### src/rtl/bot_state_if.sv
// bot_state_if
//   Groups the reader-facing strobe, the two bot state words and the
//   integrator results into one bundle.
//   master : the file-reader side (drives read_done and the *_bin words,
//            observes results, busy and output_check)
//   slave  : the integrator side
//
// Handshake: read_done is a level from the reader; a 0->1 transition seen
// while the integrator is idle means all eight *_bin words are valid on that
// same clock edge. The integrator answers with a one-cycle output_check
// pulse once the results are final; results then stay put until the next
// accepted capture. Rising edges that arrive while busy are dropped.
interface bot_state_if;
  logic        read_done;
  logic [15:0] x1_bin, y1_bin, vx1_bin, vy1_bin;
  logic [15:0] x2_bin, y2_bin, vx2_bin, vy2_bin;
  logic [15:0] x1_next, y1_next, x2_next, y2_next;
  logic        collision;
  logic [3:0]  step_count;
  logic        busy;
  logic        output_check;

  modport master (
    output read_done,
    output x1_bin, y1_bin, vx1_bin, vy1_bin,
    output x2_bin, y2_bin, vx2_bin, vy2_bin,
    input  x1_next, y1_next, x2_next, y2_next,
    input  collision, step_count, busy, output_check
  );

  modport slave (
    input  read_done,
    input  x1_bin, y1_bin, vx1_bin, vy1_bin,
    input  x2_bin, y2_bin, vx2_bin, vy2_bin,
    output x1_next, y1_next, x2_next, y2_next,
    output collision, step_count, busy, output_check
  );
endinterface

### src/rtl/bot_state_integrator.sv
// bot_state_integrator
//   Captures bot 1 / bot 2 position and velocity (signed Q4.11) on a rising
//   edge of read_done, integrates positions forward STEPS times with
//   dt = 2^-DT_SHIFT, and after each step compares squared separation
//   against SAFE_DIST_SQ. Finishes with a one-cycle output_check pulse.
//
// Ports
//   clk          rising-edge clock
//   rst          synchronous, active-high reset
//   bus          bot_state_if.slave (read_done, *_bin in; *_next, collision,
//                step_count, busy, output_check out)
//   dbg_state_o  current FSM state (IDLE=0, INTEGRATE=1, CHECK=2, DONE=3)
//
// Build option
//   BOT_INTEG_SAT_EN  defined: position adds saturate at 0x7FFF / 0x8000.
//                     undefined: position adds wrap modulo 2^16.
module bot_state_integrator #(
  parameter int          FRAC_BITS    = 11,
  parameter int          STEPS        = 8,
  parameter int          DT_SHIFT     = 4,
  parameter logic [35:0] SAFE_DIST_SQ = 36'h0_0040_0000
) (
  input  logic       clk,
  input  logic       rst,
  bot_state_if.slave bus,
  output logic [1:0] dbg_state_o
);

  // step_count is 4 bits and the squared-distance threshold is in Q(2*FRAC_BITS)
  if (STEPS < 1 || STEPS > 15 || FRAC_BITS < 1 || FRAC_BITS > 15) begin : g_bad_cfg
    $error("bot_state_integrator: STEPS must be 1..15 and FRAC_BITS 1..15");
  end

  localparam logic [1:0] S_IDLE  = 2'd0;
  localparam logic [1:0] S_INTEG = 2'd1;
  localparam logic [1:0] S_CHECK = 2'd2;
  localparam logic [1:0] S_DONE  = 2'd3;

  logic [1:0]  state_q, state_d;
  logic        read_done_q;
  logic [15:0] x1_q, y1_q, x2_q, y2_q, x1_d, y1_d, x2_d, y2_d;
  logic [15:0] vx1_q, vy1_q, vx2_q, vy2_q, vx1_d, vy1_d, vx2_d, vy2_d;
  logic        collision_q, collision_d;
  logic [3:0]  step_q, step_d;
  logic        rd_edge;

  logic signed [16:0] dx, dy;
  logic signed [33:0] dx_w, dy_w, dx_sq, dy_sq;
  logic        [34:0] d2;
  logic               too_close;

  // Position plus one time step of velocity (arithmetic shift keeps sign).
  function automatic logic [15:0] pos_add(input logic [15:0] p, input logic [15:0] v);
    logic [15:0] inc;
    logic [15:0] sum;
    inc = 16'($signed(v) >>> DT_SHIFT);
    sum = p + inc;
`ifdef BOT_INTEG_SAT_EN
    // Overflow only when both operands share a sign the result lost.
    if ((p[15] == inc[15]) && (sum[15] != p[15])) begin
      sum = p[15] ? 16'h8000 : 16'h7FFF;
    end
`endif
    return sum;
  endfunction

  assign rd_edge = bus.read_done & ~read_done_q;

  // Separation check on the registered positions; squares are non-negative
  // and below 2^33, so the 34-bit signed products never wrap.
  always_comb begin
    dx        = {x1_q[15], x1_q} - {x2_q[15], x2_q};
    dy        = {y1_q[15], y1_q} - {y2_q[15], y2_q};
    dx_w      = {{17{dx[16]}}, dx};
    dy_w      = {{17{dy[16]}}, dy};
    dx_sq     = dx_w * dx_w;
    dy_sq     = dy_w * dy_w;
    d2        = {1'b0, dx_sq} + {1'b0, dy_sq};
    too_close = ({1'b0, d2} < SAFE_DIST_SQ);
  end

  always_comb begin
    state_d     = state_q;
    x1_d        = x1_q;
    y1_d        = y1_q;
    x2_d        = x2_q;
    y2_d        = y2_q;
    vx1_d       = vx1_q;
    vy1_d       = vy1_q;
    vx2_d       = vx2_q;
    vy2_d       = vy2_q;
    collision_d = collision_q;
    step_d      = step_q;
    case (state_q)
      S_IDLE: begin
        if (rd_edge) begin
          x1_d        = bus.x1_bin;
          y1_d        = bus.y1_bin;
          x2_d        = bus.x2_bin;
          y2_d        = bus.y2_bin;
          vx1_d       = bus.vx1_bin;
          vy1_d       = bus.vy1_bin;
          vx2_d       = bus.vx2_bin;
          vy2_d       = bus.vy2_bin;
          collision_d = 1'b0;
          step_d      = 4'd0;
          state_d     = S_INTEG;
        end
      end
      S_INTEG: begin
        x1_d    = pos_add(x1_q, vx1_q);
        y1_d    = pos_add(y1_q, vy1_q);
        x2_d    = pos_add(x2_q, vx2_q);
        y2_d    = pos_add(y2_q, vy2_q);
        step_d  = step_q + 4'd1;
        state_d = S_CHECK;
      end
      S_CHECK: begin
        if (too_close) begin
          collision_d = 1'b1;
          state_d     = S_DONE;
        end else if (step_q == 4'(STEPS)) begin
          state_d = S_DONE;
        end else begin
          state_d = S_INTEG;
        end
      end
      S_DONE:  state_d = S_IDLE;
      default: state_d = S_IDLE;
    endcase
  end

  always_ff @(posedge clk) begin
    if (rst) begin
      state_q     <= S_IDLE;
      // Starts high so a level held across reset release is not an edge.
      read_done_q <= 1'b1;
      x1_q        <= '0;
      y1_q        <= '0;
      x2_q        <= '0;
      y2_q        <= '0;
      vx1_q       <= '0;
      vy1_q       <= '0;
      vx2_q       <= '0;
      vy2_q       <= '0;
      collision_q <= 1'b0;
      step_q      <= '0;
    end else begin
      state_q     <= state_d;
      read_done_q <= bus.read_done;
      x1_q        <= x1_d;
      y1_q        <= y1_d;
      x2_q        <= x2_d;
      y2_q        <= y2_d;
      vx1_q       <= vx1_d;
      vy1_q       <= vy1_d;
      vx2_q       <= vx2_d;
      vy2_q       <= vy2_d;
      collision_q <= collision_d;
      step_q      <= step_d;
    end
  end

  assign bus.x1_next      = x1_q;
  assign bus.y1_next      = y1_q;
  assign bus.x2_next      = x2_q;
  assign bus.y2_next      = y2_q;
  assign bus.collision    = collision_q;
  assign bus.step_count   = step_q;
  assign bus.busy         = (state_q != S_IDLE);
  assign bus.output_check = (state_q == S_DONE);
  assign dbg_state_o      = state_q;

endmodule
### src/flat_wrapper.sv
// flat-port wrapper written by rule: the top's interface ports become plain ports
module bot_state_integrator_flat 
#(
  parameter int          FRAC_BITS    = 11,
  parameter int          STEPS        = 8,
  parameter int          DT_SHIFT     = 4,
  parameter logic [35:0] SAFE_DIST_SQ = 36'h0_0040_0000
)
  (clk, rst, dbg_state_o, bus_read_done, bus_x1_bin, bus_y1_bin, bus_vx1_bin, bus_vy1_bin, bus_x2_bin, bus_y2_bin, bus_vx2_bin, bus_vy2_bin, bus_x1_next, bus_y1_next, bus_x2_next, bus_y2_next, bus_collision, bus_step_count, bus_busy, bus_output_check);
  bot_state_if bus_i ();
  input  logic clk;
  input  logic rst;
  output logic [1:0] dbg_state_o;
  input wire logic [$bits(bus_i.read_done)-1:0] bus_read_done;
  input wire logic [$bits(bus_i.x1_bin)-1:0] bus_x1_bin;
  input wire logic [$bits(bus_i.y1_bin)-1:0] bus_y1_bin;
  input wire logic [$bits(bus_i.vx1_bin)-1:0] bus_vx1_bin;
  input wire logic [$bits(bus_i.vy1_bin)-1:0] bus_vy1_bin;
  input wire logic [$bits(bus_i.x2_bin)-1:0] bus_x2_bin;
  input wire logic [$bits(bus_i.y2_bin)-1:0] bus_y2_bin;
  input wire logic [$bits(bus_i.vx2_bin)-1:0] bus_vx2_bin;
  input wire logic [$bits(bus_i.vy2_bin)-1:0] bus_vy2_bin;
  output wire logic [$bits(bus_i.x1_next)-1:0] bus_x1_next;
  output wire logic [$bits(bus_i.y1_next)-1:0] bus_y1_next;
  output wire logic [$bits(bus_i.x2_next)-1:0] bus_x2_next;
  output wire logic [$bits(bus_i.y2_next)-1:0] bus_y2_next;
  output wire logic [$bits(bus_i.collision)-1:0] bus_collision;
  output wire logic [$bits(bus_i.step_count)-1:0] bus_step_count;
  output wire logic [$bits(bus_i.busy)-1:0] bus_busy;
  output wire logic [$bits(bus_i.output_check)-1:0] bus_output_check;
  assign bus_i.read_done = bus_read_done;
  assign bus_i.x1_bin = bus_x1_bin;
  assign bus_i.y1_bin = bus_y1_bin;
  assign bus_i.vx1_bin = bus_vx1_bin;
  assign bus_i.vy1_bin = bus_vy1_bin;
  assign bus_i.x2_bin = bus_x2_bin;
  assign bus_i.y2_bin = bus_y2_bin;
  assign bus_i.vx2_bin = bus_vx2_bin;
  assign bus_i.vy2_bin = bus_vy2_bin;
  assign bus_x1_next = bus_i.x1_next;
  assign bus_y1_next = bus_i.y1_next;
  assign bus_x2_next = bus_i.x2_next;
  assign bus_y2_next = bus_i.y2_next;
  assign bus_collision = bus_i.collision;
  assign bus_step_count = bus_i.step_count;
  assign bus_busy = bus_i.busy;
  assign bus_output_check = bus_i.output_check;
  bot_state_integrator #(.FRAC_BITS(FRAC_BITS), .STEPS(STEPS), .DT_SHIFT(DT_SHIFT), .SAFE_DIST_SQ(SAFE_DIST_SQ)) u_core (.clk(clk), .rst(rst), .bus(bus_i), .dbg_state_o(dbg_state_o));
endmodule
### config.mk
export PLATFORM = sky130hd
export DESIGN_NAME = bot_state_integrator_flat
export DESIGN_NICKNAME = d
export VERILOG_FILES = /design/src/rtl/bot_state_if.sv /design/src/rtl/bot_state_integrator.sv /design/src/flat_wrapper.sv
export SDC_FILE = /design/constraint.sdc
export NUM_CORES = 2
export LEC_CHECK = 0
export BUFFER_PORTS_ARGS = -buffer_cell sky130_fd_sc_hd__buf_4
export CAP_MARGIN = 20
export CORE_AREA = 2 2 177 266
export DETAILED_ROUTE_END_ITERATION = 7
export DIE_AREA = 0 0 179 268
export HOLD_SLACK_MARGIN = 0.05
export PLACE_DENSITY = 0.83
export SLEW_MARGIN = 20
export SYNTH_ARGS = -nofsm -noshare
export SYNTH_HDL_FRONTEND = slang
export SYNTH_SLANG_ARGS = --single-unit
### constraint.sdc
create_clock -name clk -period 14.5 [get_ports clk]
set_clock_uncertainty 0.05 [all_clocks]
set_input_delay 2.9 -clock clk [delete_from_list [all_inputs] [get_ports clk]]
set_output_delay 2.9 -clock clk [all_outputs]
set_load 0.02 [all_outputs]
Word-level counts from Yosys, hierarchy flattened
Index checks and enable logic that the tools add are counted.

word-level totals
  flip-flop bits (word level) = 136
  logic and storage cells = 55
  output and inout port bits = 73
  bits of input ports = 131

cells by class
  reductions and logical operators = 7
  bitwise gates (word level) = 2
  add/sub/neg operators = 8
  $mul = 2
  equality and inequality tests = 6
  multiplexer cells = 17
  order comparisons = 1

operator list
  cell                                                           number
  case mux 16 bit (2 select lines)                               4
  multiplier 17 x 17 -> 34 bit                                   2
  adder 16 bit                                                   4
  2-to-1 mux 16 bit                                              4
  adder 34 x 34 -> 35 bit                                        1
  less-than comparator 35 x 23 -> 1 bit (second input constant)  1
  subtractor 16 x 16 -> 17 bit                                   2
  case mux 2 bit (4 select lines)                                1
  case mux 4 bit (2 select lines)                                1
  2-to-1 mux 2 bit                                               3
  nonzero test 2 bit                                             3
  adder 4 x 1 -> 4 bit (second input constant)                   1
  == test 2 bit (second input constant)                          2
  == test 4 bit (second input constant)                          1
  2-to-1 mux 4 bit                                               1
  inequality test 2 x 1 -> 1 bit (second input constant)         2
  AND reduction 2 bit                                            2
  AND reduction 3 bit                                            1
  == test 2 x 1 -> 1 bit (second input constant)                 1
  logical NOT 2 bit                                              1
  2-to-1 mux 1 bit                                               2
  case mux 1 bit (2 select lines)                                1
  bitwise AND 1 bit                                              1
  inverter 1 bit                                                 1

Depth between registers and ports, before layout
  word-level depth = 6
  mapped depth = 48
  mapped depth without buffers = 46

Worst setup path after synthesis
No wires, ideal clock.

  path type = flip-flop to flip-flop
  from = reg u_core.y1_q[0] (netlist: u_core.bus.y1_next[0])
  to = reg u_core.state_q[1] (netlist: u_core.dbg_state_o[1])
  path slack = 4.246 ns
  cell stages (with the launch flop) = 44
  data required time = 14.376 ns
  clock period less this slack = 10.254 ns
  arrival time = 10.130 ns
  setup time = 0.074 ns
  cell sequence = dfxtp_1 > inv_1 > ha_1 > fa_1 > nor2b_1 > o21a_1 > o21ai_1 > a2111oi_2 > nor3_1 > o41ai_1 > a21oi_1 > xor2_1 > inv_2 > nand2_1 > fa_1 > fa_1 > fa_1 > inv_1 > [... 8 more ...] > o21bai_1 > o311a_1 > a311oi_2 > o31ai_1 > nor3_1 > o21bai_1 > a21oi_1 > xnor2_1 > ha_1 > clkbuf_1 > nor2b_1 > o21ai_0 > o311a_1 > o221ai_1 > or3_1 > nor4_1 > nand4_1 > o21ai_0

on the way
  word-level cells in the longest chain between the ends = 6

RTL lines
  what                                   line                         RTL
  start: declaration                     bot_state_integrator.sv:41   logic [15:0] x1_q, y1_q, x2_q, y2_q, x1_d, y1_d, x2_d, y2_d;
  start signal: assignment               bot_state_integrator.sv:152  y1_q <= y1_d;
  subtractor 16 x 16 -> 17 bit           bot_state_integrator.sv:73   dy = {y1_q[15], y1_q} - {y2_q[15], y2_q};
  multiplier 17 x 17 -> 34 bit           bot_state_integrator.sv:77   dy_sq = dy_w * dy_w;
  adder 34 x 34 -> 35 bit                bot_state_integrator.sv:78   d2 = {1'b0, dx_sq} + {1'b0, dy_sq};
  less-than comparator 35 x 23 -> 1 bit  bot_state_integrator.sv:79   too_close = ({1'b0, d2} < SAFE_DIST_SQ);
  2-to-1 mux 2 bit                       bot_state_integrator.sv:119  if (too_close) begin
  case mux 2 bit (4 select lines)        bot_state_integrator.sv:94   case (state_q)
  end signal: assignment                 bot_state_integrator.sv:149  state_q <= state_d;
  end: declaration                       bot_state_integrator.sv:39   logic [1:0] state_q, state_d;

No other way between the ends.
A chain may end at the register's enable or synchronous reset.

Worst setup path in the final report
Same ends and word-level chain as after synthesis.

==> results.sh <==
export IMPL_status="finished clean"
export IMPL_drc=0
export IMPL_syn_avg_cell_area_um2=8.490
export IMPL_start_util_pct=63.78
export IMPL_num_io_pins=204
export IMPL_placed_area_mm2=0.03107
export IMPL_rsz0062_at_grt="no"
export IMPL_yosysTopAreaCellShare_pct=37.64
export IMPL_drt_wl_total_um=74690
export IMPL_ant_nets=0
export IMPL_critical_path_required_ps=14800
export IMPL_cp_arrival_ps=12340
export IMPL_io_buffers=187
export IMPL_synth_ff_type="dfxtp_1"
export IMPL_fmax_ghz=0.08304
export IMPL_grt_usage_pct=32.81
export IMPL_wl_per_cell_um=17.96
export IMPL_min_path_type="reg2reg"
export IMPL_drt_iter0_markers=1320
export IMPL_final_util_pct=69.51
export IMPL_synth_async_reset_ratio_pct=0
export IMPL_antenna_found_initial=0
export IMPL_path_clk_slew_ps=60
export IMPL_tightest_slew_ps=991.3
export IMPL_fin_crit_ps=12040
export IMPL_cts_root_buf="clkbuf_16"
export IMPL_cts_tree="done"
export IMPL_areaGrowthSynthToFinish_pct=8.971
export IMPL_layout_setup_ws_ps=2458
export IMPL_drt_pre_antenna_iters=6
export IMPL_cts_path_max_buffers=2
export IMPL_cts_setup_buffers=0
export IMPL_drv_slew=0
export IMPL_regArea_mm2=0.002402
export IMPL_ys_seq_elements=120
export IMPL_tns_ps=0
export IMPL_fp_row_count=96
export IMPL_path_max_fanout=24
export IMPL_synth_edf_count=0
export IMPL_pre_cts_slack_ps=2584
export IMPL_die_w_um=179
export IMPL_grt_pass1_wl_um=123000
export IMPL_slowest_stage="fa_1"
export IMPL_cap_violations=0
export IMPL_synthCells=3420
export IMPL_multi_input_area_mm2=0.02351
export IMPL_synth_area_leaders="fa_1 (38%), ha_1 (13%), inv_1 (9.5%)"
export IMPL_finalNetCount=4530
export IMPL_num_vias=24180
export IMPL_synth_top_cell_by_area="fa_1"
export IMPL_hold_buffers=0
export IMPL_syn_num_nets=4392
export IMPL_drive_gt1_share_pct=8.149
export IMPL_cp_end_kind="flop"
export IMPL_fillers=3463
export IMPL_setup_viol=0
export IMPL_fin_crit_sh_pct=83.05
export IMPL_grt_pass1_vias=26260
export IMPL_diodes=0
export IMPL_yosysWarnings=0
export IMPL_cts_sinks=120
export IMPL_gr_total_overflow=0
export IMPL_layout_common_cells="inv_1 (732), fa_1 (546), nand2_1 (427)"
export IMPL_yosys_cell_types_count=77
export IMPL_grt_max_degree=91
export IMPL_h_tree_depth=4
export IMPL_die_area_mm2=0.04797
export IMPL_netlist_area_mm2=0.02904
export IMPL_critical_path_class="reg2reg"
export IMPL_final_cell_area_mm2=0.03164
export IMPL_yosysSeqAreaShare_pct=8.273
export IMPL_core_area_mm2=0.04552
export IMPL_clk_latency_ps=430
export IMPL_die_y_um=268
export IMPL_cp_slowest_stage_delay_ps=770
export IMPL_mostFrequentLayoutCell="inv_1"
export IMPL_via_per_inst=5.813
export IMPL_place_congestion=0.9655
export IMPL_cp_start_kind="flop"
export IMPL_max_slew_margin_pct=33.67
export IMPL_cts_buffers_inserted=17
export IMPL_crit_top_cell="fa_1"
export IMPL_dpl_hpwl_um=60620
export IMPL_hold_viol_final=0
export IMPL_post_cts_resized=0
-- cells by family (layout without fill, tap and decap cells) --
logic type / count (synthesis) / after routing / share of synthesized area, %
mux: 9 / 9 / 0.3189
xor+xnor: 155 / 155 / 4.701
simple gates: 953 / 953 / 14.05
buf+inv: 841 / 992 / 10.91
compound gates: 501 / 501 / 11.40
flops: 120 / 120 / 8.273
fa+ha+maj: 841 / 841 / 50.36
-- critical path: cells and delay by family (launching register included) --
kind                     cells  cell delay (ps)
adder cells (fa/ha/maj)     10             4530
XOR/XNOR                     1               90
AO/OA/AOI/OAI               14             2910
AND/OR/NAND/NOR             13             3120
flip-flops                   1              360
buffers and inverters        4              890
-- path summary, 6_finish.rpt --
kind                            to  depth (start not counted)             startpoint  slack [ps]
max          u_core.dbg_state_o[1]                         42  u_core.bus.y1_next[0]        2460
min           u_core.bus.collision                          2   u_core.bus.collision         390
max reg2reg  u_core.dbg_state_o[1]                         42  u_core.bus.y1_next[0]        2460
min reg2reg   u_core.bus.collision                          2   u_core.bus.collision         390
-- state kept, by name, indices dropped and copies added, names as in the netlist --
register and cells:
u_core.bus.x1_next 16, u_core.bus.x2_next 16, u_core.bus.y1_next 16, u_core.bus.y2_next 16, u_core.vx1_q 12, u_core.vx2_q 12
u_core.vy1_q 12, u_core.vy2_q 12, u_core.bus.step_count 4, u_core.dbg_state_o 2, u_core.bus.collision 1, u_core.read_done_q 1
-- through the flow --
step	hold WS, ps	std cells
after floorplan	390.0	3420
after global placement	380.0	4127
after detailed placement	382.8	4127
after CTS	391.7	4159
after global routing	422.4	4159
final	389.1	4159
-- cell type report --
type / count / share of cell area [%]
well taps: 588 / 2.325
repair buffers: 219 / 5.196
clock buffers: 20 / 1.412
multi-input cells: 2459 / 74.29
flip-flops and latches: 120 / 7.592
inverters: 741 / 8.790
clock inverters: 12 / 0.3994
-- layer usage --
metal	up-vias	wire length [µm]	GRT usage [%]
li1	11000	-	-
met4	0	5442	21.29
met5	-	0	0
met1	11800	24990	34.90
met2	1014	39210	59.72
met3	365	5038	4.909
-- cells in the mapped netlist (all sizes together) (6+ instances only) --
cell type	instances
nor4	7
xor2	50
or2	12
nor3b	7
ha	295
o21ai	70
o41ai	6
nor2	298
a31oi	12
a2111oi	8
or3	15
nand2b	34
nand2	427
nor3	42
a311oi	40
fa	546
o21bai	20
o211ai	8
clkbuf	84
inv	738
dfxtp	120
xnor2	105
a211oi	29
o21a	25
a21o	51
o31ai	9
and2	10
buf	16
nor2b	20
nand4	9
and3	19
a21oi	183
mux2i	7
nand3	43
Power is left out: the tool's default activity adds up to more than one toggle a clock period on the data nets, which glitch-free logic cannot reach.
